[src/rtl/alu_pkg.sv]
// Shared definitions for the sequential ALU.
// Holds the opcode encodings, the controller state type and the bit positions
// of the result flags. The flags vector is packed as {negative, zero, carry, overflow}.
package alu_pkg;

    localparam logic [2:0] OP_ADD = 3'b000;
    localparam logic [2:0] OP_SUB = 3'b001;
    localparam logic [2:0] OP_AND = 3'b010;
    localparam logic [2:0] OP_OR  = 3'b011;
    localparam logic [2:0] OP_XOR = 3'b100;
    localparam logic [2:0] OP_NOT = 3'b101;
    localparam logic [2:0] OP_MUL = 3'b110;
    localparam logic [2:0] OP_SHL = 3'b111;

    typedef enum logic [1:0] {
        StIdle = 2'b00,
        StMul  = 2'b01,
        StDone = 2'b10
    } alu_state_e;

    localparam int unsigned FLAG_V = 0;
    localparam int unsigned FLAG_C = 1;
    localparam int unsigned FLAG_Z = 2;
    localparam int unsigned FLAG_N = 3;

endpackage

[src/rtl/alu_seq_if.sv]
// Request/response bundle of the sequential ALU.
// master: issues operations (in_valid, x, y, sel) and accepts results (out_ready).
// slave:  the ALU; returns in_ready, out_valid, z (2W bits) and flags {N, Z, C, V}.
interface alu_seq_if #(
    parameter int unsigned W = 8
);
    logic           in_valid;
    logic           in_ready;
    logic [W-1:0]   x;
    logic [W-1:0]   y;
    logic [2:0]     sel;
    logic           out_valid;
    logic           out_ready;
    logic [2*W-1:0] z;
    logic [3:0]     flags;

    modport master (
        output in_valid, x, y, sel, out_ready,
        input  in_ready, out_valid, z, flags
    );

    modport slave (
        input  in_valid, x, y, sel, out_ready,
        output in_ready, out_valid, z, flags
    );
endinterface

[src/rtl/alu_mul_seq.sv]
// Iterative unsigned multiplier, one multiplier bit per cycle.
// clk, rst : clock, asynchronous active-high reset
// start_i  : load a_i/b_i and begin W shift-add steps
// done_o   : high during the cycle whose closing edge performs the final step
// product_o: accumulated product, held until the next start
module alu_mul_seq #(
    parameter int unsigned W = 8
) (
    input  logic           clk,
    input  logic           rst,
    input  logic           start_i,
    input  logic [W-1:0]   a_i,
    input  logic [W-1:0]   b_i,
    output logic           done_o,
    output logic [2*W-1:0] product_o
);
    localparam int unsigned CW = $clog2(W + 1);

    logic [2*W-1:0] acc_q, acc_d;
    logic [2*W-1:0] mcand_q, mcand_d;
    logic [W-1:0]   mplier_q, mplier_d;
    logic [CW-1:0]  cnt_q, cnt_d;

    always_comb begin
        acc_d    = acc_q;
        mcand_d  = mcand_q;
        mplier_d = mplier_q;
        cnt_d    = cnt_q;
        if (start_i) begin
            acc_d    = '0;
            mcand_d  = {{W{1'b0}}, a_i};
            mplier_d = b_i;
            cnt_d    = CW'(W);
        end else if (cnt_q != '0) begin
            if (mplier_q[0]) begin
                acc_d = acc_q + mcand_q;
            end
            mcand_d  = mcand_q << 1;
            mplier_d = mplier_q >> 1;
            cnt_d    = cnt_q - CW'(1);
        end
    end

    always_ff @(posedge clk or posedge rst) begin
        if (rst) begin
            acc_q    <= '0;
            mcand_q  <= '0;
            mplier_q <= '0;
            cnt_q    <= '0;
        end else begin
            acc_q    <= acc_d;
            mcand_q  <= mcand_d;
            mplier_q <= mplier_d;
            cnt_q    <= cnt_d;
        end
    end

    // Last step happens at the edge that ends the cycle with one step remaining.
    assign done_o    = (cnt_q == CW'(1));
    assign product_o = acc_q;

endmodule

[src/rtl/alu_seq.sv]
// Sequential ALU with valid/ready handshakes on both sides.
// clk, rst : clock, asynchronous active-high reset
// bus      : alu_seq_if slave (operands/opcode in, 2W-bit result and {N,Z,C,V} out)
// Single-cycle ops finish at the accepting edge; MUL runs W cycles in alu_mul_seq.
// The result is held in DONE until out_ready; z/flags read zero when out_valid is low.
module alu_seq
    import alu_pkg::*;
#(
    parameter int unsigned W = 8
) (
    input  logic     clk,
    input  logic     rst,
    alu_seq_if.slave bus
);
    localparam int unsigned SW = $clog2(2 * W);

    alu_state_e     state_q, state_d;
    logic [W-1:0]   x_q, x_d;
    logic [W-1:0]   y_q, y_d;
    logic [2:0]     sel_q, sel_d;

    logic           accept;
    logic           mul_start;
    logic           mul_done;
    logic [2*W-1:0] mul_product;

    assign accept    = bus.in_valid && (state_q == StIdle);
    assign mul_start = accept && (bus.sel == OP_MUL);

    alu_mul_seq #(
        .W(W)
    ) u_mul (
        .clk      (clk),
        .rst      (rst),
        .start_i  (mul_start),
        .a_i      (bus.x),
        .b_i      (bus.y),
        .done_o   (mul_done),
        .product_o(mul_product)
    );

    always_comb begin
        state_d = state_q;
        x_d     = x_q;
        y_d     = y_q;
        sel_d   = sel_q;
        case (state_q)
            StIdle: begin
                if (accept) begin
                    x_d     = bus.x;
                    y_d     = bus.y;
                    sel_d   = bus.sel;
                    state_d = (bus.sel == OP_MUL) ? StMul : StDone;
                end
            end
            StMul: begin
                if (mul_done) begin
                    state_d = StDone;
                end
            end
            StDone: begin
                if (bus.out_ready) begin
                    state_d = StIdle;
                end
            end
            default: state_d = StIdle;
        endcase
    end

    always_ff @(posedge clk or posedge rst) begin
        if (rst) begin
            state_q <= StIdle;
            x_q     <= '0;
            y_q     <= '0;
            sel_q   <= OP_ADD;
        end else begin
            state_q <= state_d;
            x_q     <= x_d;
            y_q     <= y_d;
            sel_q   <= sel_d;
        end
    end

    // Result datapath from captured operands; stable for the whole DONE state.
    logic [W:0]     sum;
    logic [W-1:0]   narrow;
    logic [2*W-1:0] wide;
    logic [3*W-1:0] shl_full;
    logic           is_wide;
    logic           carry;
    logic           ovf;
    logic [2*W-1:0] res_z;
    logic [3:0]     res_f;

    always_comb begin
        sum      = '0;
        narrow   = '0;
        wide     = '0;
        shl_full = '0;
        is_wide  = 1'b0;
        carry    = 1'b0;
        ovf      = 1'b0;
        unique case (sel_q)
            OP_ADD: begin
                sum    = {1'b0, x_q} + {1'b0, y_q};
                narrow = sum[W-1:0];
                carry  = sum[W];
                ovf    = (x_q[W-1] == y_q[W-1]) && (narrow[W-1] != x_q[W-1]);
            end
            OP_SUB: begin
                sum    = {1'b0, x_q} - {1'b0, y_q};
                narrow = sum[W-1:0];
                carry  = sum[W];  // borrow out: x < y unsigned
                ovf    = (x_q[W-1] != y_q[W-1]) && (narrow[W-1] != x_q[W-1]);
            end
            OP_AND: narrow = x_q & y_q;
            OP_OR:  narrow = x_q | y_q;
            OP_XOR: narrow = x_q ^ y_q;
            OP_NOT: narrow = ~x_q;
            OP_MUL: begin
                is_wide = 1'b1;
                wide    = mul_product;
                ovf     = |mul_product[2*W-1:W];
            end
            OP_SHL: begin
                // 3W-bit shift keeps the bits pushed past 2W-1 visible for overflow.
                is_wide  = 1'b1;
                shl_full = {{(2 * W){1'b0}}, x_q} << y_q[SW-1:0];
                wide     = shl_full[2*W-1:0];
                ovf      = |shl_full[3*W-1:2*W];
            end
        endcase

        res_z         = is_wide ? wide : {{W{1'b0}}, narrow};
        res_f         = '0;
        res_f[FLAG_N] = is_wide ? 1'b0 : narrow[W-1];
        res_f[FLAG_Z] = is_wide ? ~|wide : ~|narrow;
        res_f[FLAG_C] = carry;
        res_f[FLAG_V] = ovf;
    end

    assign bus.in_ready  = (state_q == StIdle);
    assign bus.out_valid = (state_q == StDone);
    assign bus.z         = bus.out_valid ? res_z : '0;
    assign bus.flags     = bus.out_valid ? res_f : '0;

endmodule

[src/flat_wrapper.sv]
// flat-port wrapper written by rule: the top's interface ports become plain ports
module alu_seq_flat import alu_pkg::*;
#(
    parameter int unsigned W = 8
)
  (clk, rst, bus_in_valid, bus_x, bus_y, bus_sel, bus_out_ready, bus_in_ready, bus_out_valid, bus_z, bus_flags);
  alu_seq_if #(.W(W)) bus_i ();
  input  logic clk;
  input  logic rst;
  input wire logic [$bits(bus_i.in_valid)-1:0] bus_in_valid;
  input wire logic [$bits(bus_i.x)-1:0] bus_x;
  input wire logic [$bits(bus_i.y)-1:0] bus_y;
  input wire logic [$bits(bus_i.sel)-1:0] bus_sel;
  input wire logic [$bits(bus_i.out_ready)-1:0] bus_out_ready;
  output wire logic [$bits(bus_i.in_ready)-1:0] bus_in_ready;
  output wire logic [$bits(bus_i.out_valid)-1:0] bus_out_valid;
  output wire logic [$bits(bus_i.z)-1:0] bus_z;
  output wire logic [$bits(bus_i.flags)-1:0] bus_flags;
  assign bus_i.in_valid = bus_in_valid;
  assign bus_i.x = bus_x;
  assign bus_i.y = bus_y;
  assign bus_i.sel = bus_sel;
  assign bus_i.out_ready = bus_out_ready;
  assign bus_in_ready = bus_i.in_ready;
  assign bus_out_valid = bus_i.out_valid;
  assign bus_z = bus_i.z;
  assign bus_flags = bus_i.flags;
  alu_seq #(.W(W)) u_core (.clk(clk), .rst(rst), .bus(bus_i));
endmodule
[config.mk]
export PLATFORM = sky130hd
export DESIGN_NAME = alu_seq_flat
export DESIGN_NICKNAME = d
export VERILOG_FILES = /design/src/rtl/alu_pkg.sv /design/src/rtl/alu_seq_if.sv /design/src/rtl/alu_mul_seq.sv /design/src/rtl/alu_seq.sv /design/src/flat_wrapper.sv
export SDC_FILE = /design/constraint.sdc
export NUM_CORES = 1
export LEC_CHECK = 0
export CAP_MARGIN = 20
export CORE_MARGIN = 8
export CORE_UTILIZATION = 35
export DETAILED_ROUTE_END_ITERATION = 16
export GPL_TIMING_DRIVEN = 0
export HOLD_SLACK_MARGIN = 0.05
export PLACE_DENSITY = 0.53
export SLEW_MARGIN = 20
export SYNTH_ARGS = -nofsm -noshare
export SYNTH_HDL_FRONTEND = slang
export SYNTH_SLANG_ARGS = --single-unit
[constraint.sdc]
create_clock -name clk -period 4.8 [get_ports clk]
set_input_delay 0.72 -clock clk [delete_from_list [all_inputs] [get_ports clk]]
set_output_delay 0.72 -clock clk [all_outputs]
set_load 0.05 [all_outputs]
==> out/qor.yml, run 1 <==
fin_nets: 763
overflow: 0
fin_cells: 882
clockPowerShare: 0.138
wl_um: 17000
r2r_cells: 9
rsz0062_at_grt: "false"
clockBufferDepth: 2
critPathLaunchType: "flop"
first_pass_iters: 5
seqPwrFrac: 0.219
crit_path_max_fanout: 10
num_antenna_cells: 0
p_int_uw: 2350
cp_top_family: "compound AO/OA/AOI/OAI gates"
cts_made_buffers: 9
syn-num-nets: 709
min_delay_path_depth: 1
required_ns: 4.08
max_cap_viol_count: 0
drive_above_1_share: 0.0630
power.density_mw_per_mm2: 772
fp.dieH_um: 139
clock-root-buffer: "clkbuf_16"
clock.fmax_ghz: 0.217
core_area_mm2: 0.0146
yosys-top-cells-area: "dfrtp_1 (31%), ha_1 (10%), nand2_1 (6.8%), mux2i_1 (5.5%), o21ai_0 (5.5%)"
critPathMaxStageDelay_ns: 0.54
synthesis.area_mm2: 0.00526
yosysWarnings: 0
total_power_uw: 4830
start_util: 0.360
outcome: "complete, no violations"
hp-class: "flop to flop"
syn_to_final_growth_pct: 18.9
ys_seq_area_frac: 0.309
vias_per_cell: 5.56
synth_top_area_frac: 0.309
ir_drop_mv: 0.280
min_period_ns: 4.61
swShare: 0.513
leakage_uw: 0.00273
synth.distinct_cells: 68
r2r_start: "u_core.u_mul.product_o[1]"
grt_usage: 0.174
max_slew_margin: 0.478
clk_pin_slew_worst_paths_ns: 0.05
dieArea_mm2: 0.0192
power_switching_uw: 2480
syn_inst: 639
holdBufCountCts: 0
cp_cell_sequence: "buf_2 -> inv_1 -> ha_1 -> o21bai_2 -> a2111oi_2 -> o21bai_1 -> a21o_1 -> mux2i_1 -> xor2_1 -> a211o_1 -> and2_1 -> dlygate4sd2_1"
grt_pass1_wl_um: 26600
cts_tree: "done"
clkSinkCount: 65
place_inst: 868
synthDominantAreaCellType: "dfrtp_1"
setup_viol: 0
grt_pass1_vias: 4787
final_core_utilization: 0.428
drv_slew: 0
num_vias: 4900
clkLatencyLatePin_ns: 0.35
ios: 45
synth_area_per_cell_um2: 8.23
worst-path-buf-inv: 3
port_buffers: 44
min_from: "u_core.state_q[1]"
cts_max_level: 3
ys_async_sr_fraction: 1.00
grt_max_degree: 49
synth_flop_cell: "dfrtp_1"
die_x_um: 139
worstMarginPinSlew_ns: 0.784
cp.arrival_ns: 3.89
gp_congestion: 0.880
hpwl_um: 13500
end_kind: "primary output"
finClkSkew_ns: 0.00583
core.rowCount: 44
crit_type: "flop to primary output"
antenna_left: 0
dr.first_iter.drc_count: 365
crit_slowest_cell: "dlygate4sd2_1"
ys_ff_latch: 65
antenna_found_initial: 0
finalCritPeriodShare: 0.960
drc: 0
p_comb_frac: 0.643
post_cts_buffers: 0
hold_viol_final: 0
synth_edf_count: 0
r2r_end: "u_core.u_mul.product_o[15]"
wl_per_cell_um: 19.3
r2r_setup_slack_ns: 2.02
hold_path_end: "u_core.state_q[0]"
[state kept, by name, summed over array words and instances (netlist names)]
register,flops
u_core.u_mul.mplier_q,8
u_core.state_q,2
u_core.y_q,8
u_core.u_mul.cnt_q,4
u_core.x_q,8
u_core.u_mul.product_o,16
u_core.sel_q,3
u_core.u_mul.mcand_q,16
[repair_timing]
item / CTS / global route
resized for setup: 15 / 7
pin swaps: 0 / 0
setup endpoints to repair: 6 / 6
[cells in the final DEF (no fill, tap or decap), drive strengths merged, types with 6 or more instances in the layout]
cell type      netlist  routed
nor2b                6       6
nand2               95      95
nor2                55      55
clkdlybuf4s50        0      39
inv                 28      28
a21o                 6       6
dfrtp               65      65
clkbuf              22      37
buf                  9      10
a211oi               8       8
ha                  44      44
a21oi               52      52
and2                11      11
o21a                 6       6
nor3                23      23
nor4                 6       6
xor2                 7       7
xnor2               13      13
nand2b               6       6
o21bai               6       6
o21ai               58      58
mux2i               29      29
nand3               12      12
o221ai               6       6
[power by group through the flow]
stage / sequential (uW) / combinational [uW] / clock, uW
final: 1060 / 3100 / 666
after global routing: 1090 / 3390 / 700
after CTS: 1050 / 3080 / 679
after detailed placement: 1050 / 3070 / 0
after global placement: 1050 / 3050 / 0
after floorplan: 931 / 2290 / 0
[worst max-delay path by stage]
stage / start / endpoint / cells past startpoint
2_1_floorplan: u_core.y_q[1] / bus_flags[3] / 12
3_3_place_gp: u_core.y_q[1] / bus_flags[2] / 13
3_5_place_dp: u_core.y_q[1] / bus_flags[2] / 13
4_1_cts: u_core.y_q[3] / bus_flags[3] / 12
5_1_grt: u_core.y_q[1] / bus_flags[2] / 12
6_report: u_core.y_q[1] / bus_z[7] / 12
[cells in the mapped netlist (3+ instances only)]
cell type and n:
nor4_1 5, o21a_1 6, mux4_2 3, a211oi_1 8
o21bai_1 6, clkbuf_1 22, o211ai_1 3, o221ai_1 6
xor2_1 7, and2_1 10, mux2i_1 29, nand2_1 95
nor3_1 23, nor3b_1 5, nor2b_1 6, and3_1 3
mux2_2 4, o22ai_1 3, o21ai_0 58, buf_2 6
dfrtp_1 65, a21oi_1 52, nor2_1 54, nand2b_1 6
nand3_1 12, ha_1 44, fa_1 3, xnor2_1 13
nand4_1 4, inv_1 27, a21o_1 6
[per-stage QoR]
| stage | instance area [um^2] | hold WS [ns] | setup TNS [ns] | setup WS, ns |
|---|---|---|---|---|
| finish | 6250 | 0.526 | 0 | 0.191 |
| global route | 6250 | 0.540 | 0 | 0.000847 |
| CTS | 6250 | 0.521 | 0 | 0.00128 |
| detailed placement | 5960 | 0.513 | -1.75 | -0.589 |
| global placement | 5930 | 0.496 | -1.61 | -0.498 |
| floorplan | 5260 | 0.479 | 0 | 0.192 |
[final cells by class]
type,count,area (um^2)
plain buffers,29,124
clock buffers,14,254
clock inverters,2,37.5
fillers,1480,8340
inverters,30,115
multi-input cells,513,3410
flip-flops and latches,65,1630
well taps,184,230
repair buffers,45,453
[routing by layer]
metal  vias up  track usage  share of wire
met5         -            0              0
met4         0       0.0675          0.020
met3        21       0.0291          0.049
met2       137        0.266           0.44
met1      2354        0.238           0.49
li1       2388            -              -
[kinds of logic after synthesis]
family / count (synthesis) / synth area share
simple gates: 233 / 0.203
compound gates: 175 / 0.208
flops: 65 / 0.309
buf+inv: 61 / 0.0464
fa+ha+maj: 47 / 0.116
mux: 38 / 0.0838
xor+xnor: 20 / 0.0333
No activity file was read; power rests on OpenSTA's default activity.
==> inputs of run 2 (changes only) <==
- ABC_AREA: default -> 1
- CAP_MARGIN: 20 -> default
==> out/qor.yml, run 2 <==
outcome: "complete, no violations"
critPathLaunchType: "flop"
leakage_uw: 0.00315
end_kind: "primary output"
r2r_start: "u_core.u_mul.mcand_q[0]"
cp_top_family: "buffers and inverters"
gp_congestion: 0.895
synth_area_per_cell_um2: 6.92
antenna_found_initial: 0
yosysMostFrequentCell: "nand2_1"
cts_made_buffers: 9
crit_path_max_fanout: 11
max_cap_viol_count: 0
drv_slew: 0
port_buffers: 44
drive_above_1_share: 0.0839
grt_pass1_vias: 5081
fin_ws_ns: 0.363
dr.first_iter.drc_count: 442
final_core_utilization: 0.417
ys_async_sr_fraction: 1.00
core_area_mm2: 0.0157
crit_path_frequent_cell: "nand2_1"
overflow: 0
crit_type: "flop to primary output"
start_util: 0.353
worst-path-buf-inv: 5
holdBufCountCts: 0
syn_inst: 797
fp.dieH_um: 142
post_cts_buffers: 0
r2r_end: "u_core.u_mul.product_o[10]"
clk_pin_slew_worst_paths_ns: 0.06
clock.fmax_ghz: 0.225
synth.distinct_cells: 49
r2r_setup_slack_ns: 2.50
cp.arrival_ns: 3.72
placed_area_mm2: 0.00625
ios: 45
cts_max_level: 3
yosys-top-cells-area: "dfrtp_1 (29%), nand2_1 (13%), ha_1 (10%), nand3_1 (7.9%), nor2_1 (5.8%)"
hpwl_um: 13900
yosysWarnings: 0
syn_to_final_growth_pct: 18.4
synth_edf_count: 0
place_inst: 1058
grt_usage: 0.177
synth_top_area_frac: 0.295
min_from: "u_core.u_mul.mcand_q[15]"
first_pass_iters: 5
required_ns: 4.08
synthTopCellsByCount: "nand2_1 (191), nand3_1 (87), nor2_1 (86)"
finalSetupTns_ns: 0
dieArea_mm2: 0.0200
finalCritPeriodShare: 0.924
hold_viol_final: 0
hp-class: "flop to flop"
clkLatencyLatePin_ns: 0.34
synth_flop_cell: "dfrtp_1"
layout_common_cells: "nand2_1 (191), nand3_1 (87), nor2_1 (86)"
ir_drop_mv: 0.287
synthesis.area_mm2: 0.00552
dp_slack_ns: 0.709
ys_ff_latch: 65
hold_path_end: "u_core.u_mul.mcand_q[15]"
fillers: 1694
clock-root-buffer: "clkbuf_16"
grt_pass1_wl_um: 27900
wl_per_cell_um: 16.0
multi_input_area_mm2: 0.00334
finClkSkew_ns: 0.00912
power.density_mw_per_mm2: 845
grt_max_degree: 41
fin_nets: 923
clkSinkCount: 65
ys_seq_area_frac: 0.295
wl_um: 17200
antenna_left: 0
vias_per_cell: 5.04
rsz0062_at_grt: "false"
fin_cells: 1074
cts_resized: 0
setup_viol: 0
crit_slowest_cell: "clkdlybuf4s50_1"
num_vias: 5411
cts_tree: "done"
max_slew_margin: 0.607
min_period_ns: 4.44
final_common_cell: "nand2_1"
critPathMaxStageDelay_ns: 0.83
seq_area_mm2: 0.00163
design_area_mm2: 0.00654
core.rowCount: 46
syn-num-nets: 867
drc: 0
r2r_cells: 12
clockBufferDepth: 2
worstMarginPinSlew_ns: 0.588
num_antenna_cells: 0
die_x_um: 142
cp_cell_sequence: "inv_1 -> buf_2 -> ha_1 -> buf_4 -> inv_1 -> nand3_1 -> nand2_1 -> nand2_1 -> nand3_1 -> nand2_1 -> nor3_1 -> nand2_1 -> nor2_1 -> nand2_1 -> nor2_1 -> clkdlybuf4s50_1"
min_delay_path_depth: 2
synthDominantAreaCellType: "dfrtp_1"
[run 2: report_power, final]
part / internal, uW / switching (uW)
clock network: 366 / 248
logic: 1300 / 2540
registers: 815 / 256
total: 2480 / 3040
[run 2: worst reg2reg max path, delay by kind of cell, from the launching register on]
kind            cells  cell delay, ns
buf+inv             1            0.06
flops               1            0.39
compound gates      3            0.57
fa+ha+maj           2            0.58
simple gates        6            0.61
[run 2: worst max path at each step]
stage,end,startpoint,cells after the start
after floorplan,bus_z[10],u_core.state_q[0],4
after global placement,bus_flags[2],u_core.y_q[2],16
after detailed placement,bus_flags[2],u_core.y_q[2],16
after CTS,bus_flags[2],u_core.y_q[2],16
after global routing,bus_flags[2],u_core.y_q[2],16
final,bus_flags[2],u_core.y_q[2],16
[run 2: metrics by stage]
stage               power (uW)  hold slack, ns
floorplan                 3870           0.472
global placement          4890           0.489
detailed placement        4900           0.501
CTS                       5540           0.513
global route              6070           0.526
finish                    5520           0.505
[run 2: layout make-up]
class | instances | area share
repair buffers | 45 | 0.0705
plain buffers | 25 | 0.0257
clock buffers | 11 | 0.0371
clock inverters | 5 | 0.00613
multi-input cells | 610 | 0.512
inverters | 97 | 0.0588
well taps | 216 | 0.0414
flip-flops and latches | 65 | 0.249
[run 2: kinds of logic after synthesis]
kind of cell               synth area share
and+or+nand+nor                       0.325
AOI/OAI and AO/OA                     0.159
buffers and inverters                0.0995
DFF                                   0.295
adders and majority gates             0.111
xor gates and xnor gates             0.0111
[run 2: metal layers]
layer | global-route usage | up-vias | share of wire
li1 | - | 2760 | -
met1 | 0.245 | 2509 | 0.48
met2 | 0.281 | 124 | 0.46
met3 | 0.0228 | 18 | 0.037
met4 | 0.0554 | 0 | 0.020
met5 | 0 | - | 0
==> inputs of run 3 (changes only) <==
- CAP_MARGIN: default -> 20
==> results of run 3 <==
Same layout as run 2: the final DEF is identical, and so are final timing and power.
